===== config.mk =====
export PLATFORM = sky130hd
export DESIGN_NAME = logic_alu_flat
export DESIGN_NICKNAME = d
export VERILOG_FILES = /design/src/rtl/logic_alu_pkg.sv /design/src/rtl/logic_alu_if.sv /design/src/rtl/logic_alu_op.sv /design/src/rtl/logic_alu.sv /design/src/flat_wrapper.sv
export SDC_FILE = /design/constraint.sdc
export NUM_CORES = 1
export LEC_CHECK = 0
export CAP_MARGIN = 15
export CORE_AREA = 2 2 75 77
export CTS_BUF_LIST = sky130_fd_sc_hd__clkbuf_4 sky130_fd_sc_hd__clkbuf_8 sky130_fd_sc_hd__clkbuf_16
export DETAILED_ROUTE_END_ITERATION = 8
export DIE_AREA = 0 0 77 79
export HOLD_SLACK_MARGIN = 0.15
export PLACE_DENSITY = 0.68
export SETUP_SLACK_MARGIN = 0.02
export SLEW_MARGIN = 40
export SYNTH_ARGS = -nofsm -noshare
export SYNTH_HDL_FRONTEND = slang
export SYNTH_HIERARCHICAL = 1
export SYNTH_SLANG_ARGS = --single-unit

===== constraint.sdc =====
create_clock -name clk -period 3 [get_ports clk]
set_input_delay 0.6 -clock clk [delete_from_list [all_inputs] [get_ports clk]]
set_output_delay 0.6 -clock clk [all_outputs]
set_load 0.005 [all_outputs]

===== src/rtl/logic_alu_pkg.sv =====
// Shared types for the logic_alu block.
// Opcode and FSM state encodings.
package logic_alu_pkg;

    typedef enum logic [2:0] {
        OP_AND  = 3'd0,
        OP_OR   = 3'd1,
        OP_XOR  = 3'd2,
        OP_NAND = 3'd3,
        OP_NOR  = 3'd4,
        OP_XNOR = 3'd5,
        OP_ANDN = 3'd6,
        OP_PASS = 3'd7
    } op_e;

    typedef enum logic [1:0] {
        S_IDLE  = 2'd0,
        S_ACCUM = 2'd1,
        S_OUT   = 2'd2
    } state_e;

endpackage


===== src/rtl/logic_alu_if.sv =====
// Beat-in / result-out handshake bundle for logic_alu.
// slave = the ALU side, master = the driver/consumer side.
interface logic_alu_if #(
    parameter int WIDTH = 8,
    parameter int CNT_W = 4
);
    logic             in_valid;
    logic             in_ready;
    logic [WIDTH-1:0] in_a;
    logic [WIDTH-1:0] in_b;
    logic [2:0]       in_op;
    logic             in_last;
    logic             out_valid;
    logic             out_ready;
    logic [WIDTH-1:0] out_y;
    logic             out_zero;
    logic             out_parity;
    logic [CNT_W-1:0] out_count;

    modport slave (
        input  in_valid, in_a, in_b, in_op, in_last, out_ready,
        output in_ready, out_valid, out_y, out_zero, out_parity,
        output out_count
    );

    modport master (
        output in_valid, in_a, in_b, in_op, in_last, out_ready,
        input  in_ready, out_valid, out_y, out_zero, out_parity,
        input  out_count
    );
endinterface


===== src/rtl/logic_alu_op.sv =====
// Bitwise function unit for logic_alu.
// Inverted ops are applied as a plain ~(x op y).
module logic_op
    import logic_alu_pkg::*;
#(
    parameter int WIDTH = 8
) (
    input  logic [WIDTH-1:0] x,
    input  logic [WIDTH-1:0] y,
    input  op_e              op,
    output logic [WIDTH-1:0] r
);

    // Select the bitwise result for the opcode.
    always_comb begin
        r = '0;
        unique case (op)
            OP_AND:  r = x & y;
            OP_OR:   r = x | y;
            OP_XOR:  r = x ^ y;
            OP_NAND: r = ~(x & y);
            OP_NOR:  r = ~(x | y);
            OP_XNOR: r = ~(x ^ y);
            OP_ANDN: r = x & ~y;
            OP_PASS: r = x;
            default: r = '0;
        endcase
    end

endmodule


===== src/rtl/logic_alu.sv =====
// Packet-folding bitwise ALU: beats fold into one result,
// held until consumed, with zero/parity/beat-count flags.
module logic_alu
    import logic_alu_pkg::*;
#(
    parameter int WIDTH = 8,
    parameter int CNT_W = 4
) (
    input  logic clk,
    input  logic rst,
    logic_alu_if.slave bus
);

    localparam logic [CNT_W-1:0] CNT_MAX = '1;

    state_e           state_q, state_d;
    logic [WIDTH-1:0] acc_q, acc_d;
    op_e              op_q, op_d;
    logic [CNT_W-1:0] cnt_q, cnt_d;
    logic             valid_q, valid_d;
    logic             zero_q, zero_d;
    logic             par_q, par_d;

    logic             in_rdy;
    logic             fire;
    logic             first;
    logic [WIDTH-1:0] f_x, f_y, f_r;
    op_e              f_op;

    // A held result blocks new beats unless it drains this cycle.
    assign in_rdy = !rst && ((state_q != S_OUT) || bus.out_ready);
    assign fire   = bus.in_valid && in_rdy;
    // Any beat outside an open packet starts a new one.
    assign first  = (state_q != S_ACCUM);

    // First beat combines a with b; later beats fold a into acc.
    always_comb begin
        f_x  = bus.in_a;
        f_y  = bus.in_b;
        f_op = op_e'(bus.in_op);
        if (!first) begin
            f_x  = acc_q;
            f_y  = bus.in_a;
            f_op = op_q;
        end
    end

    logic_op #(
        .WIDTH (WIDTH)
    ) u_op (
        .x  (f_x),
        .y  (f_y),
        .op (f_op),
        .r  (f_r)
    );

    // Next-state, accumulator, count and flag computation.
    always_comb begin
        state_d = state_q;
        acc_d   = acc_q;
        op_d    = op_q;
        cnt_d   = cnt_q;
        zero_d  = zero_q;
        par_d   = par_q;
        if (fire) begin
            acc_d  = f_r;
            zero_d = (f_r == '0);
            par_d  = ^f_r;
            if (first) begin
                op_d  = op_e'(bus.in_op);
                cnt_d = CNT_W'(1);
            end else if (cnt_q != CNT_MAX) begin
                cnt_d = cnt_q + CNT_W'(1);
            end
            state_d = bus.in_last ? S_OUT : S_ACCUM;
        end else if (state_q == S_OUT && bus.out_ready) begin
            state_d = S_IDLE;
        end
        valid_d = (state_d == S_OUT);
    end

    // State and output registers with synchronous reset.
    always_ff @(posedge clk) begin
        if (rst) begin
            state_q <= S_IDLE;
            acc_q   <= '0;
            op_q    <= OP_AND;
            cnt_q   <= '0;
            valid_q <= 1'b0;
            zero_q  <= 1'b0;
            par_q   <= 1'b0;
        end else begin
            state_q <= state_d;
            acc_q   <= acc_d;
            op_q    <= op_d;
            cnt_q   <= cnt_d;
            valid_q <= valid_d;
            zero_q  <= zero_d;
            par_q   <= par_d;
        end
    end

    assign bus.in_ready   = in_rdy;
    assign bus.out_valid  = valid_q;
    assign bus.out_y      = acc_q;
    assign bus.out_zero   = zero_q;
    assign bus.out_parity = par_q;
    assign bus.out_count  = cnt_q;

endmodule


===== src/flat_wrapper.sv =====
// flat-port wrapper written by rule: the top's interface ports become plain ports
module logic_alu_flat import logic_alu_pkg::*;
#(
    parameter int WIDTH = 8,
    parameter int CNT_W = 4
)
  (clk, rst, bus_in_valid, bus_in_a, bus_in_b, bus_in_op, bus_in_last, bus_out_ready, bus_in_ready, bus_out_valid, bus_out_y, bus_out_zero, bus_out_parity, bus_out_count);
  logic_alu_if #(.WIDTH(WIDTH), .CNT_W(CNT_W)) bus_i ();
  input  logic clk;
  input  logic rst;
  input wire logic [$bits(bus_i.in_valid)-1:0] bus_in_valid;
  input wire logic [$bits(bus_i.in_a)-1:0] bus_in_a;
  input wire logic [$bits(bus_i.in_b)-1:0] bus_in_b;
  input wire logic [$bits(bus_i.in_op)-1:0] bus_in_op;
  input wire logic [$bits(bus_i.in_last)-1:0] bus_in_last;
  input wire logic [$bits(bus_i.out_ready)-1:0] bus_out_ready;
  output wire logic [$bits(bus_i.in_ready)-1:0] bus_in_ready;
  output wire logic [$bits(bus_i.out_valid)-1:0] bus_out_valid;
  output wire logic [$bits(bus_i.out_y)-1:0] bus_out_y;
  output wire logic [$bits(bus_i.out_zero)-1:0] bus_out_zero;
  output wire logic [$bits(bus_i.out_parity)-1:0] bus_out_parity;
  output wire logic [$bits(bus_i.out_count)-1:0] bus_out_count;
  assign bus_i.in_valid = bus_in_valid;
  assign bus_i.in_a = bus_in_a;
  assign bus_i.in_b = bus_in_b;
  assign bus_i.in_op = bus_in_op;
  assign bus_i.in_last = bus_in_last;
  assign bus_i.out_ready = bus_out_ready;
  assign bus_in_ready = bus_i.in_ready;
  assign bus_out_valid = bus_i.out_valid;
  assign bus_out_y = bus_i.out_y;
  assign bus_out_zero = bus_i.out_zero;
  assign bus_out_parity = bus_i.out_parity;
  assign bus_out_count = bus_i.out_count;
  logic_alu #(.WIDTH(WIDTH), .CNT_W(CNT_W)) u_core (.clk(clk), .rst(rst), .bus(bus_i));
endmodule

==> out/qor.txt <==
Outcome: complete, no violations
Max-slew violations: 0
Fmax: 0.350 GHz
Period utilization: 0.952
Fillcell total: 539
CTS max path bufs: 2
Crit path DAT: 3000 ps
Crit path cell chain: clkdlybuf4s50_1 -> nand2_1 -> nand2_1 -> inv_1 -> ha_1 -> mux4_1 -> o21ai_2 -> inv_1 -> ha_1 -> xnor2_1 -> xnor2_1 -> mux2i_1
Clock sink count: 20
Worst vdd ir: 221 uV
Antenna cells: 0
Post-route cell area: 0.00301 mm2
Avg Vias per Cell: 5.14
Final core occ: 0.563
Least-Margin Pin Slew: 607 ps
HPWL Detailed: 3880 um
TritonCTS Buffers: 3
Post-route setup TNS: 0 ps
Clock power frac: 0.242
Nets: 402
Initial core utilization: 0.428
Post-synth cell types: 51
PortBufs: 39
Rows: 27
First-pass GRT wire length: 8890 um
Cell Pwr Density: 378 mW/mm2
Cells after Synth: 286
Layout cells sized above 1: 0.198
Final clock skew: 1.10 ps
Leak: 0.00139 uW
Yosys warnings: 6
Die height: 79 um
Placed cell area: 0.00289 mm2
Post-route ant nets: 0
Clk Latency, worst-skew pair: 260 ps
Largest net degree at the start of global routing: 32
Area of the mapped netlist: 0.00229 mm2
FF+latch count, synth: 20
Total track usage: 0.175
Comb power frac: 0.483
RSZ-0062 raised after global routing: false
Initial antenna violation count: 0
Hold WC Path Type: reg2reg
Pre-antenna DRT Iters: 4
Most common cell after layout, fill and taps aside: nand2_1
Post-route minimum period: 2860 ps
Drt initial violations: 67
Remaining Overflow, GRT: 0
Clock slew at reported path FFs: 80 ps
P_sw: 365 uW
CTS tree: built
Synthesized net count: 339
Ys async rst share: 0
Wirelength, routed: 5240 um
Most frequent cells in the layout: 64 x nand2_1, 39 x clkdlybuf4s50_1, 33 x buf_4, 29 x inv_1, 29 x ha_1
Relative slew slack: 0.595
Critical path startpoint category: primary input
Num ports: 40
Hold buffer count at cts: 0
DIE AREA: 0.00608 mm2
EDFF count, synth: 0
Sequential fraction of design power: 0.275
Worst EP required: 3140 ps
Post-synthesis sequential area ratio: 0.175
Endpoints failing setup: 0
Vias in the first global route: 2,054
Synth-to-Final Area Change: 31.5%
Int Power: 772 uW
Chip width: 77 um
Slowest stage cell, crit path: mux4_1
RD Place Congestion: 0.795
Hold Violations, Final: 0
Setup CP Type: in2reg
CP peak stage delay: 510 ps
DRC Markers: 0
Sw Share: 0.321
Vias: 2,158
Post-DR wirelength/cell: 12.5 um
Mean Syn Cell Area: 7.99 um2
Crit-path max FO: 2
Maxcap violations: 0
CTS root buf: clkbuf_8
CP endpoint kind: flop
Max H-tree Level: 1
Top_reg_cell synth: dfxtp_1
Total core area: 0.00534 mm2
[power groups by stage]
stage	Sequential [uW]	Clock, uW	Combinational [uW]
2_1_floorplan	316	0	352
3_3_place_gp	319	0	521
3_5_place_dp	319	0	536
4_1_cts	313	283	541
5_1_grt	317	291	610
6_report	313	275	549
[cell families (layout without fill, tap and decap cells)]
group,after synthesis,in the layout,share of synthesized area
adder cells (fa/ha/maj),29,29,0.159
buffers and inverters,48,110,0.114
AO/OA/AOI/OAI,49,49,0.179
multiplexers,11,11,0.0848
flip-flops,20,20,0.175
XOR/XNOR,3,3,0.0115
AND/OR/NAND/NOR,126,126,0.276
[path summary, 6_finish.rpt]
kind	startpoint	end	slack [ps]	cells past startpoint
worst max-delay path	bus_in_a[1]	u_core/bus.out_parity	140	12
worst min-delay path	u_core/op_q[2]	u_core/op_q[2]	480	1
worst max register to register	u_core/state_q[1]	u_core/bus.out_parity	200	13
worst min register to register	u_core/op_q[2]	u_core/op_q[2]	480	1
[timing repair]
item | 4_1_cts | 5_1_grt
resized for setup | 0 | 4
setup endpoints to repair | 0 | 1
buffers inserted | 0 | 3
[flip-flops by register name (all words and copies together), names as in the netlist]
| register | cells |
|---|---|
| u_core/op_q | 3 |
| u_core/state_q | 2 |
| u_core/bus.out_parity | 1 |
| u_core/bus.out_y | 8 |
| u_core/bus.out_count | 4 |
| u_core/bus.out_valid | 1 |
| u_core/bus.out_zero | 1 |
[cell type report]
class	count	area [um2]	share of cell area
clock buffers	3	41.3	0.0137
multi-input cells	218	1640	0.544
flip-flops and latches	20	400	0.133
well taps	72	90.1	0.0300
clock inverters	1	30.0	0.00999
inverters	30	113	0.0375
repair buffers	76	697	0.232
[worst max-delay path, delay by kind of cell]
| family | cells | cell delay [ps] |
|---|---|---|
| and+or+nand+nor | 2 | 130 |
| buffers and inverters | 3 | 590 |
| AOI/OAI and AO/OA | 1 | 160 |
| muxes | 2 | 600 |
| adders and majority gates | 2 | 580 |
| xor gates and xnor gates | 2 | 340 |
[synth_stat cells, types with 3 or more instances]
cell type  number  area (um2)
nand3_1        12        60.1
dfxtp_1        20         400
a31oi_1         4        25.0
inv_1          29         109
nand2_1        64         240
nor2b_1         4        25.0
buf_2           7        35.0
nand2b_1       17         106
xnor2_1         3        26.3
a21oi_1         8        40.0
nor2_1          5        18.8
mux2i_1         4        40.0
nor4_1          3        18.8
a32o_2          3        33.8
nand2b_2        6        52.6
or2b_1          3        22.5
and2b_1         3        22.5
mux4_2          4        90.1
buf_6           6        67.6
o21ai_0         9        45.0
o221a_1         3        33.8
a32oi_1         4        35.0
ha_1           29         363
[stage by stage]
stage	hold slack, ps	cells	total power (uW)	setup WS [ps]
2_1_floorplan	444	286	668	273
3_3_place_gp	452	412	840	-44.7
3_5_place_dp	460	412	855	-139
4_1_cts	482	416	1140	123
5_1_grt	495	420	1220	22.1
6_report	485	420	1140	144
[metal layers]
metal | track usage | share of wire
met4 | 0.0429 | 0.0044
met5 | 0 | 0
met1 | 0.222 | 0.48
met2 | 0.321 | 0.49
met3 | 0.0148 | 0.031
Note: power is estimated with default switching activity, not from simulation.
